===== src/rtl/rr_mux_n_way.sv =====
// N-way, W-bit handshaked channel multiplexer with a round-robin or fixed-select grant
// and a single registered output stage. It gives full throughput when the consumer is always ready.
module rr_mux_n_way #(
  parameter int WIDTH = 16,
  parameter int WAYS  = 8,
  parameter int SEL_W = $clog2(WAYS)
) (
  input  logic                    clk,
  input  logic                    reset_n,
  input  logic [WAYS*WIDTH-1:0]   in_data,
  input  logic [WAYS-1:0]         in_valid,
  output logic [WAYS-1:0]         in_ready,
  input  logic                    mode,
  input  logic [SEL_W-1:0]        sel,
  output logic [WIDTH-1:0]        out_data,
  output logic                    out_valid,
  input  logic                    out_ready,
  output logic [SEL_W-1:0]        out_chan
);

  localparam logic [SEL_W:0] WaysExt = (SEL_W+1)'(WAYS);

  logic [SEL_W-1:0] ptr_q, ptr_d;
  logic [WIDTH-1:0] data_q, data_d;
  logic [SEL_W-1:0] chan_q, chan_d;
  logic             valid_q, valid_d;

  logic             load_en;
  logic             gnt_any;
  logic [SEL_W-1:0] gnt_idx;
  logic [WIDTH-1:0] gnt_data;
  logic             xfer;

  assign load_en = !valid_q || out_ready;
  assign xfer    = reset_n && load_en && gnt_any;

  // The round-robin scan runs from the highest offset down, so the last hit wins.
  // That hit is the first valid channel at or after ptr.
  always_comb begin : grant_select
    logic [SEL_W:0] idx;
    gnt_any = 1'b0;
    gnt_idx = '0;
    idx     = '0;
    if (mode) begin
      for (int i = 0; i < WAYS; i++) begin
        if (sel == SEL_W'(i) && in_valid[i]) begin
          gnt_any = 1'b1;
          gnt_idx = SEL_W'(i);
        end
      end
    end else begin
      for (int k = WAYS - 1; k >= 0; k--) begin
        idx = {1'b0, ptr_q} + (SEL_W+1)'(k);
        if (idx >= WaysExt) idx = idx - WaysExt;
        if (in_valid[idx[SEL_W-1:0]]) begin
          gnt_any = 1'b1;
          gnt_idx = idx[SEL_W-1:0];
        end
      end
    end
  end

  always_comb begin : data_select
    gnt_data = '0;
    for (int i = 0; i < WAYS; i++) begin
      if (gnt_idx == SEL_W'(i)) gnt_data = in_data[i*WIDTH +: WIDTH];
    end
  end

  always_comb begin : ready_decode
    in_ready = '0;
    for (int i = 0; i < WAYS; i++) begin
      in_ready[i] = xfer && (gnt_idx == SEL_W'(i));
    end
  end

  // A reload takes priority over a drain, so a simultaneous drain and load leaves no bubble.
  always_comb begin : next_state
    valid_d = valid_q;
    data_d  = data_q;
    chan_d  = chan_q;
    ptr_d   = ptr_q;
    if (xfer) begin
      valid_d = 1'b1;
      data_d  = gnt_data;
      chan_d  = gnt_idx;
      if (!mode) ptr_d = (gnt_idx == SEL_W'(WAYS - 1)) ? '0 : gnt_idx + SEL_W'(1);
    end else if (valid_q && out_ready) begin
      valid_d = 1'b0;
    end
  end

  always_ff @(posedge clk or negedge reset_n) begin
    if (!reset_n) begin
      valid_q <= 1'b0;
      data_q  <= '0;
      chan_q  <= '0;
      ptr_q   <= '0;
    end else begin
      valid_q <= valid_d;
      data_q  <= data_d;
      chan_q  <= chan_d;
      ptr_q   <= ptr_d;
    end
  end

  assign out_valid = valid_q;
  assign out_data  = data_q;
  assign out_chan  = chan_q;

endmodule


===== config.mk =====
export PLATFORM = sky130hd
export DESIGN_NAME = rr_mux_n_way
export DESIGN_NICKNAME = d
export VERILOG_FILES = /design/src/rtl/rr_mux_n_way.sv
export SDC_FILE = /design/constraint.sdc
export NUM_CORES = 1
export LEC_CHECK = 0
export CORE_MARGIN = 2
export CORE_UTILIZATION = 41
export DETAILED_ROUTE_END_ITERATION = 8
export GPL_ROUTABILITY_DRIVEN = 0
export PLACE_DENSITY = 0.83
export RECOVER_POWER = 100
export SLEW_MARGIN = 40
export SYNTH_ARGS = -nofsm -noshare
export SYNTH_HDL_FRONTEND = slang
export SYNTH_SLANG_ARGS = --single-unit

===== constraint.sdc =====
create_clock -name clk -period 5.6 [get_ports clk]
set_input_delay 0.84 -clock clk [delete_from_list [all_inputs] [get_ports clk]]
set_output_delay 0.84 -clock clk [all_outputs]
set_load 0.01 [all_outputs]

Word-level counts from Yosys, hierarchy flattened:

Cells that the tools add are included.

* register bits after elaboration: 23
* word-level logic and storage cells: 152

* bitwise gates (word level): 1
* reductions and logical operators: 25
* equal/unequal tests: 14
* $add $sub $neg: 16
* multiplexer cells: 76
* $lt $le $gt $ge: 16

Operators with widths (count)
* two-way mux 16 bit: 8
* two-way mux 3 bit: 32
* less-than comparator 3 x 4 -> 1 bit, second input constant: 8
* greater-or-equal comparator 4 bit, second input constant: 7
* two-way mux 1 bit: 28
* binary-select mux 1 bit (select 3 bit): 8
* equality test 3 bit, second input constant: 8
* subtractor 3 x 1 -> 3 bit, second input constant: 8
* logical AND 1 bit: 19
* adder 3 x 3 -> 4 bit, second input constant: 4
* equality test 3 x 2 -> 1 bit, second input constant: 4
* adder 3 x 2 -> 4 bit, second input constant: 2
* equality test 3 x 1 -> 1 bit, second input constant: 2
* zero test 3 bit: 2
* adder 3 x 1 -> 4 bit, second input constant: 1
* greater-or-equal comparator 3 x 4 -> 1 bit, second input constant: 1
* adder 3 x 1 -> 3 bit, second input constant: 1
* AND reduction 2 bit: 1
* nonzero test 2 bit: 1
* zero test 1 bit: 1
* logical OR 1 bit: 1
* inverter 1 bit: 1

Logic depth before layout (Yosys ltp):

Gate-level depths: netlist of the first run.

* depth in word-level cells: 24
* gate-level depth with buffers: 23
* depth with buffers taken out: 19

Least setup slack after synthesis of the first run:

OpenSTA, ideal clock, no wires.

* path type: flip-flop to output port
* start: register ptr_q[0]
* end: output in_ready[4]
* data arrival time: 3.890 ns
* slack: 0.870 ns
* cell stages (with the launch flop): 17
* required time: 4.760 ns
* path through: dfrtp_1 -> buf_6 -> inv_2 -> ha_1 -> buf_4 -> mux2i_1 -> mux4_2 -> nor3b_1 -> o211a_1 -> nor3_1 -> nor2_1 -> a21oi_1 -> ha_1 -> clkbuf_1 -> clkbuf_1 -> clkbuf_1 -> and3_1

* word-level cells in the longest chain between the ends: 17
* elaborated cells between the ends (all ways): 76
* classes of those cells: add/sub (15); order compare (8); eq/ne (1); mux (50); reduce/logical (2)

Ends and longest elaborated chain
* start: declaration: line 23 `logic [SEL_W-1:0] ptr_q, ptr_d;`
* start signal: assignment: line 103 `ptr_q <= ptr_d;`
* adder 3 x 3 -> 4 bit: line 53 `idx = {1'b0, ptr_q} + (SEL_W+1)'(k);`
* greater-or-equal comparator 4 bit / subtractor 3 x 1 -> 3 bit (equally long branches): line 54 `if (idx >= WaysExt) idx = idx - WaysExt;`
* two-way mux 3 bit: line 54
* two-way mux 3 bit: line 44 `if (mode) begin`
* binary-select mux 1 bit (select 3 bit): line 55 `if (in_valid[idx[SEL_W-1:0]]) begin`
* two-way mux 1 bit (not written as such): line 55
* two-way mux 3 bit / two-way mux 1 bit (equally long branches) (8 in series): line 55
* two-way mux 3 bit / two-way mux 1 bit (equally long branches): line 44
* equality test 3 bit / logical AND 1 bit (equally long branches): line 73, 35
* logical AND 1 bit (*): line 73 `in_ready[i] = xfer && (gnt_idx == SEL_W'(i));`
* end: declaration: line 12 `output logic [WAYS-1:0] in_ready,`

Mark *: on every way between the ends. The rest lies on a longest branch, timed or not. The select of a mux whose other input is x is not followed.

Worst setup path after layout of the first run:

* start: input in_valid[5]
* end: output in_ready[3]

* word-level cells in the longest chain between the ends: 13
* elaborated cells between the ends (all ways): 44
* classes of those cells: eq/ne (1); mux (40); reduce/logical (3)

Ends and longest elaborated chain
* start: declaration: line 11 `input logic [WAYS-1:0] in_valid,`
* binary-select mux 1 bit (select 3 bit): line 55
* two-way mux 1 bit (not written as such): line 55
* two-way mux 3 bit (8 in series): line 55
* two-way mux 3 bit (*): line 44
* net gnt_idx[0]: line 30 `logic [SEL_W-1:0] gnt_idx;`
* equality test 3 x 2 -> 1 bit (*): line 73
* logical AND 1 bit (*): line 73

The timed path passes the listed nets; every way through them passes the cells marked *. The select of a mux whose other input is x is not followed.

==> results of run 1 <==
power by group through the flow:
stage / Combinational [W] / Clock (W) / Sequential (W)
finish: 0.00217 / 0.000106 / 0.000293
global route: 0.00237 / 0.000113 / 0.000303
CTS: 0.00217 / 0.000107 / 0.000294
detailed placement: 0.00217 / 0 / 0.000298
global placement: 0.00211 / 0 / 0.000293
floorplan: 0.00151 / 0 / 0.000308
worst register-to-register path, stage by stage, from the launching register on:
cell	delay, ps
dfrtp_1	370
inv_2	110
ha_1	640
mux4_1	710
mux2i_1	310
or2_2	190
o21ai_0	70
nor3_1	290
nor2_1	100
a21oi_2	200
inv_1	110
ha_1	310
clkbuf_2	420
a21oi_1	260
nor2_1	50
a21oi_1	170
nor3_1	80
o311ai_1	390
nand3_1	120
cells by family after synthesis:
| kind of cell | Yosys count |
|---|---|
| buffers and inverters | 59 |
| AOI/OAI and AO/OA | 158 |
| muxes | 32 |
| DFF | 23 |
| and+or+nand+nor | 152 |
| adders and majority gates | 8 |
| xor gates and xnor gates | 2 |
through the flow:
| stage | hold WS (ps) | setup WS (ps) | cell area, um2 | power [W] |
|---|---|---|---|---|
| floorplan | 516 | 870 | 3290 | 0.00182 |
| global placement | 469 | 414 | 5020 | 0.00240 |
| detailed placement | 475 | 174 | 5020 | 0.00246 |
| CTS | 494 | 150 | 5060 | 0.00257 |
| global route | 504 | 24.8 | 5050 | 0.00278 |
| finish | 478 | 144 | 5050 | 0.00257 |
worst max path at each step:
stage                startpoint     endpoint  cells past startpoint
finish              in_valid[5]  in_ready[3]                     13
global route        in_valid[0]  in_ready[7]                     14
detailed placement  in_valid[5]  in_ready[3]                     13
floorplan              ptr_q[0]  in_ready[4]                     16
CTS                 in_valid[5]  in_ready[3]                     13
global placement    in_valid[5]  in_ready[3]                     13
cell type report:
type	instances	area, um2	share of cell area
Clock buffer	3	41.3	0.00817
Clock inverter	1	5.00	0.000990
Timing Repair Buffer	182	1780	0.352
Multi-Input combinational cell	352	2450	0.486
Sequential cell	23	576	0.114
Tap cell	102	128	0.0253
Inverter	19	71.3	0.0141
sequential cells by signal, indices dropped and copies added, names as in the netlist:
signal / cells
out_chan: 3
out_data: 16
ptr_q: 3
out_valid: 1
synth_stat cells (all sizes together) (6+ instances only):
cell type | number | area share
buf | 12 | 0.027
a221oi | 33 | 0.095
o21ai | 35 | 0.053
nor2 | 41 | 0.048
a21oi | 43 | 0.067
ha | 8 | 0.030
o221ai | 10 | 0.027
and2 | 7 | 0.013
nor3 | 10 | 0.015
dfrtp | 23 | 0.17
nor2b | 6 | 0.011
and3 | 21 | 0.040
inv | 19 | 0.022
mux4 | 12 | 0.086
clkbuf | 28 | 0.032
mux2 | 9 | 0.031
nand2 | 47 | 0.054
a21o | 6 | 0.014
mux2i | 11 | 0.033
nand2b | 6 | 0.011
routing by layer:
| metal | up-vias | part of all wire | routed length, um | track usage |
|---|---|---|---|---|
| met3 | 36 | 0.091 | 1210 | 0.0451 |
| met4 | 0 | 0.035 | 460 | 0.100 |
| met1 | 1885 | 0.41 | 5360 | 0.404 |
| met2 | 242 | 0.47 | 6190 | 0.463 |
| met5 | - | 0 | 0 | 0 |
| li1 | 1939 | - | - | - |
==> metrics.txt, run 1 <==
I/O Pins=171; flops & latches, synth=23; FF-to-FF setup slack=560 ps; status=finished clean; Buffers on Ports=170; Synth async-reset ratio=1.00; Post-Synth XOR/XNOR Area=0.00532; cts hold-fix bufs=0; Yosys warning count=0; Avg Inst Size Synth=7.59 um2; dpl cells=678; most frequent cells in the layout=145 x clkdlybuf4s50_1, 47 x nand2_1, 41 x a21oi_1; min cycle time layout=5460 ps; Pleak=2.11 nW; # DRC=0; Layout Cells excl Fill=682; Internal=0.00119 W; Synth Area in Simple Gates=0.222; setup TNS=0 ps; Longest Clk Path Bufs=2; core area=around 7800 um2; top_reg_cell synth=dfrtp_1; largest family of logic cells by synthesized area=compound AO/OA/AOI/OAI gates; DRT antenna net count=0; post-cts gate resize count=0; hold crit path type=reg -> reg; fillcell total=between 600 and 700; sequential-to-total area share from yosys stat=0.175; worst reg2reg path endpoint=out_data[14]; root buf cell=clkbuf_8; mean routed wirelength per cell=19.4 um; critical path's largest stage delay=between 600 and 700 ps; clk_skew=9.19 ps; ANT cells=0; Final #Nets=around 730; Detail Placement HPWL=10400 um; worst hold stages=2; Post-synth EDFFs=0; Via Count=roughly 4000; Synth-to-Final Area Change=53.5%; Unique masters post-synth=59; total wire length=approximately 13000 um; Power per Cell Area=509 nW/um2; cts bufs inserted=3; initial DRC count=between 300 and 400; post-synth net total=585; Net Sw Power=0.00138 W; Slew headroom=0.122; CTS tree=yes; Rows=32; initial core utilization=0.424; HP Start=out_chan[2]; die span in x=about 94 um; fin crit share=0.974; fraction of layout cells with a size suffix above 1=0.0828; iteration count of the initial detailed-routing pass=5; post-synthesis instance area=3290 um2; Worst-Skew Late Latency=about 270 ps; CP max-delay cell=mux4_1; DIE HEIGHT=93.6 um; setup violators final=0; peak fanout along the critical path=9; R2R Path Start=ptr_q[1]; commonest non-fill, non-tap cell in the layout=clkdlybuf4s50_1; grt ovf=0; transition time of the tightest slew-check pin=1320 ps; Syn Inst Count=434; CP Launch Type=input port; CP required=between 4000 and 5000 ps; clock sink total=23; initial antenna violation count=0; Max-cap violations=0; RSZ-0062 raised after global routing=no; GR Util All Layers=0.292; critical path class=in -> out; hold path endpoint=out_chan[2]; delay-heaviest family, CP=buffers and inverters; Worst IR Drop VDD=roughly 270 uV; first-pass GRT wire length=20200 um; CP cell instances=clkdlybuf4s50_1, mux4_1, mux2_2, o21ai_0, a2111oi_1, nor3_1, nor2_1, a21oi_2, inv_1, ha_1, ha_1, and3_1, clkdlybuf4s50_1; Peak Freq=183 MHz; Final Max Slew Viols=0; Arr. time, crit path=4620 ps; compound-gate portion of the synthesized area=0.337; CP Capture Type=output pin; r2r worst-path depth=18; final hold viol count=0; Comb pwr share=0.845; Net Sw Frac=0.537; Die ar.=approximately 9000 um2; post-synthesis mux area share=0.150; Clock Pin Slew Worst Setup and Hold Paths=80 ps; worst path bufs/invs=3; register share of total power=0.114; H-tree depth=1; Clock Power Share=0.041; adder-cell share of the synthesized area=0.0304; post-DR vias/cell=6.01; post-CTS setup buffers=0; largest net degree at the start of global routing=40; Finished Core Util=0.651; vias in the first global route=a little under 4000
(Power assumes the default switching activity.)
==> inputs of run 2 (changes only) <==
Settings changed: ABC_AREA from default to 1, CORE_UTILIZATION 41 to 42, PLACE_DENSITY 0.83 to 0.82.
==> metrics.txt, run 2 <==
Synth-to-Final Area Change=50.8%; DIE HEIGHT=96.1 um; Buffers on Ports=170; worst reg2reg path endpoint=out_data[6]; crit path to=in_ready[3]; dpl cell area=5320 um2; Longest Clk Path Bufs=2; Worst IR Drop VDD=277 uV; Final Max Slew Viols=0; core area=8220 um2; Synth top area share=0.278; ANT cells=0; Yosys warning count=0; CP startpoint=ptr_q[0]; Synth async-reset ratio=1.00; largest net degree at the start of global routing=29; post-synth net total=831; initial core utilization=0.434; Worst-Skew Late Latency=approximately 270 ps; cts bufs inserted=3; Synth area leaders=nand2_1 28%, dfrtp_1 16%, inv_1 12%; fillcell total=739; fin crit share=0.945; Syn Inst Count=680; Final #Nets=987; FF-to-FF setup slack=about 690 ps; setup violators final=0; top-count cell post-synth=nand2_1; initial DRC count=300; total wire length=approximately 13000 um; Die ar.=9240 um2; dpl cells=936; die span in x=roughly 96 um; Max-cap violations=0; area leader, netlist=nand2_1; setup TNS=0 ps; fraction of layout cells with a size suffix above 1=0.0419; Pleak=2.93 nW; cts hold-fix bufs=0; Via Count=about 5000; CTS tree=yes; clk_skew=around 1.6 ps; Arr. time, crit path=4450 ps; top_reg_cell synth=dfrtp_1; Slew headroom=0.304; flops & latches, synth=23; CP required=approximately 4800 ps; max FFs per register=16; CP Launch Type=flip-flop; peak fanout along the critical path=12; iteration count of the initial detailed-routing pass=6; mean routed wirelength per cell=around 14 um; post-synthesis instance area=3570 um2; post-DR vias/cell=roughly 5.3; post-CTS setup buffers=0; r2r worst-path depth=31; vias in the first global route=approximately 4700; final instance area=5380 um2; root buf cell=clkbuf_8; first-pass GRT wire length=20700 um; transition time of the tightest slew-check pin=1040 ps; Rows=33; min cycle time layout=5290 ps; final hold viol count=0; DRT antenna net count=0; initial antenna violation count=0; sequential-to-total area share from yosys stat=0.161; Layout Cells excl Fill=940; most frequent cells in the layout=264 x nand2_1, 147 x clkdlybuf4s50_1, 114 x inv_1; R2R Path Start=ptr_q[0]; commonest non-fill, non-tap cell in the layout=nand2_1; Post-synth EDFFs=0; total power draw=roughly 0.0030 W; CP Capture Type=output pin; critical path class=reg -> out; I/O Pins=171; grt ovf=0; # DRC=0; Power per Cell Area=559 nW/um2; Clock Pin Slew Worst Setup and Hold Paths=roughly 90 ps; Unique masters post-synth=37; clock sink total=23; Peak Freq=189 MHz; commonest cells in the netlist=264 x nand2_1, 114 x inv_1, 60 x nor2_1; GR Util All Layers=0.285; Avg Inst Size Synth=around 5.2 um2; status=finished clean; hold crit path type=reg -> reg; Detail Placement HPWL=10600 um; worst hold slack=489 ps; H-tree depth=1
run 2: cell count changes in the layout (fill, tap and decap cells not counted), sizes merged, moves of 27 or more:
| cell | before | now |
|---|---|---|
| a21oi | 43 | 13 |
| a221oi | 33 | 0 |
| inv | 19 | 122 |
| nand2 | 47 | 271 |
| nand3 | 3 | 56 |
| nand4 | 3 | 30 |
run 2: layout make-up:
class,instances,area (um2),share of cell area
clock buffers,4,45.0,0.00838
well taps,105,131,0.0244
flip-flops and latches,23,578,0.108
multi-input cells,502,2360,0.440
inverters,124,473,0.0880
repair buffers,182,1780,0.332
run 2: worst min path at each step:
stage	from	to	slack (ps)	cells past startpoint
6_report	out_data[11]	out_data[11]	490	2
5_1_grt	out_chan[1]	out_chan[1]	510	2
4_1_cts	out_chan[1]	out_chan[1]	500	2
3_5_place_dp	out_data[6]	out_data[6]	470	2
3_3_place_gp	out_data[8]	out_data[8]	460	2
2_1_floorplan	out_data[10]	out_data[10]	520	2
run 2: timing repair:
item	in CTS	in global routing
endpoints found under the hold margin	0	0
setup endpoints to repair	0	7
gates resized for setup	0	5
run 2: cells by family (layout without fill, tap and decap cells):
logic type | count (synthesis) | after routing | share of synthesized area
xor gates and xnor gates | 2 | 2 | 0.00491
DFF | 23 | 23 | 0.161
muxes | 1 | 1 | 0.00281
adders and majority gates | 8 | 8 | 0.0281
buffers and inverters | 155 | 310 | 0.180
and+or+nand+nor | 423 | 423 | 0.509
AOI/OAI and AO/OA | 68 | 68 | 0.114
run 2: per-stage QoR:
step / setup WS (ps) / util
floorplan: 1410 / -
global placement: 474 / 0.648
detailed placement: 367 / 0.648
CTS: 74.0 / 0.653
global route: -3.37 / 0.654
finish: 306 / 0.654
run 2: power by group:
part,internal (W),switching [W]
logic,0.000925,0.00165
registers,0.000243,0.0000769
clock network,0.0000511,0.0000596
total,0.00122,0.00179
run 2: per-layer routing:
| metal | track usage | vias up | wire length [um] |
|---|---|---|---|
| li1 | - | 2418 | - |
| met1 | 0.326 | 2193 | 5030 |
| met2 | 0.512 | 292 | 6760 |
| met3 | 0.0415 | 53 | 1090 |
| met4 | 0.140 | 0 | 516 |
| met5 | 0 | - | 0 |
run 2: worst max-delay path, stage by stage, from the launching register on:
cell and delay (ps):
dfrtp_2 530, inv_2 160, ha_1 500, inv_2 130, nand3_1 140, nand2_1 60
o21ai_0 230, inv_1 70, nor2_1 140, a22oi_1 80, a21oi_1 120, o21ai_0 80
a21oi_1 120, o21ai_0 80, nand2_1 60, nand2_1 50, nand2_1 70, nand2_1 130
inv_1 130, ha_1 200, ha_2 300, clkinv_1 110, nor2_1 120, clkdlybuf4s50_1 560
==> inputs of run 3 (changes only) <==
Settings changed: ABC_CLOCK_PERIOD_IN_PS from default to 5700, SLEW_MARGIN 40 to default.
Clock period 5.6 ns to 5.7 ns, I/O delays scaled along.
==> metrics.txt, run 3 (synthesis results as in run 2) <==
core area=8220 um2; Critical Path Most Common Cell=nand2_1; RSZ-0062 raised after global routing=no; CP cell instances=inv_2, ha_1, inv_2, nand3_1, nand2_1, o21ai_0, inv_1, nor2_1, a22oi_1, a21oi_1, o21ai_0, a21oi_1, o21ai_0, nand2_1, nand2_1, nand2_1, nand2_1, inv_1, ha_1, ha_2, clkinv_1, nor2_1, dlygate4sd3_1; Arr. time, crit path=4440 ps; Longest Clk Path Bufs=2; Rows=33; CP required=4850 ps; critical path class=reg -> out; DRT antenna net count=0; transition time of the tightest slew-check pin=between 1000 and 1500 ps; Die ar.=9240 um2; initial antenna violation count=0; Via Count=~5000; Detail Placement HPWL=10600 um; CP Capture Type=output pin; cts bufs inserted=3; peak fanout along the critical path=12; first-pass GRT wire length=roughly 21000 um; CP max-delay cell=dlygate4sd3_1; # DRC=0; worst hold stages=2; post-DR vias/cell=roughly 5.3; R2R Path Start=ptr_q[0]; min cycle time layout=5290 ps; ANT cells=0; CTS tree=yes; Buffers on Ports=170; r2r worst-path depth=30; HP Start=out_chan[1]; grt ovf=0; Clock Pin Slew Worst Setup and Hold Paths=approximately 90 ps; largest net degree at the start of global routing=29; most frequent cells in the layout=264 x nand2_1, 147 x clkdlybuf4s50_1, 114 x inv_1; iteration count of the initial detailed-routing pass=5; final hold viol count=0; hold crit path type=reg -> reg; Final Max Slew Viols=0; initial core utilization=0.434; clk_skew=~6.0 ps; Slew headroom=0.254; Max-cap violations=0; root buf cell=clkbuf_8; DIE HEIGHT=96.1 um; setup violators final=0; mean routed wirelength per cell=14.1 um; fin crit share=0.928; die span in x=approximately 96 um; FF-to-FF setup slack=just under 800 ps; fraction of layout cells with a size suffix above 1=0.0408; Pleak=2.92 nW; setup TNS=0 ps; cts hold-fix bufs=0; clock sink total=23; I/O Pins=171; worst reg2reg path endpoint=out_data[11]; fillcell total=754; total wire length=13200 um; GR Util All Layers=0.287; critical path's largest stage delay=620 ps; CP Launch Type=flip-flop; Final #Nets=just under 1000; Worst-Skew Late Latency=270 ps; total power draw=approximately 0.003 W; status=finished clean; vias in the first global route=approximately 4700; Finished Core Util=0.651; Peak Freq=about 190 MHz; initial DRC count=approximately 340; hold path endpoint=out_chan[1]; max FFs per register=16; Worst IR Drop VDD=247 uV; Synth-to-Final Area Change=50.0%; commonest non-fill, non-tap cell in the layout=nand2_1; H-tree depth=1; Power per Cell Area=549 nW/um2
run 3: metrics by stage:
step / hold slack [ps] / cells / cell area [um2] / worst slack [ps]
4_1_cts: 489 / 938 / 5350 / 227
3_5_place_dp: 466 / 934 / 5310 / 418
5_1_grt: 515 / 938 / 5350 / 31.3
3_3_place_gp: 463 / 934 / 5310 / 570
2_1_floorplan: 515 / 680 / 3570 / 1490
6_report: 479 / 938 / 5350 / 410
run 3: how the worst max path moves through the flow:
stage                 from           to
2_1_floorplan     ptr_q[1]  in_ready[3]
5_1_grt           ptr_q[0]  in_ready[2]
3_5_place_dp   in_valid[1]  in_ready[4]
6_report          ptr_q[0]  in_ready[3]
3_3_place_gp   in_valid[4]  in_ready[4]
4_1_cts           ptr_q[0]  in_ready[4]
run 3: critical path, delay by kind of cell (launching register included):
family	cells	cell delay, ps
AOI/OAI and AO/OA	6	770
adders and majority gates	3	970
buffers and inverters	6	1170
DFF	1	520
and+or+nand+nor	8	720
run 3: per-layer routing:
metal | global-route usage | wire length [um]
met2 | 0.512 | 6630
met3 | 0.0501 | 1060
met4 | 0.140 | 656
met1 | 0.328 | 4890
met5 | 0 | 0
run 3: layout make-up:
cell class | instances | area, um2 | share of cell area
Multi-Input combinational cell | 502 | 2350 | 0.440
Timing Repair Buffer | 180 | 1770 | 0.331
Sequential cell | 23 | 578 | 0.108
Inverter | 124 | 473 | 0.0884
Tap cell | 105 | 131 | 0.0246
Clock buffer | 3 | 41.3 | 0.00772
Clock inverter | 1 | 5.00 | 0.000936
run 3: where the power goes:
group	leakage [nW]	internal (W)	switching, W	total, W
combinational	2.61	0.000890	0.00163	0.00252
clock	0.0255	0.0000489	0.0000554	0.000104
sequential	0.287	0.000239	0.0000708	0.000309
total	2.92	0.00118	0.00176	0.00294
run 3: timing repair:
item | 4_1_cts | 5_1_grt
resized for setup | 0 | 5
setup endpoints to repair | 0 | 8
buffers inserted | 0 | 0
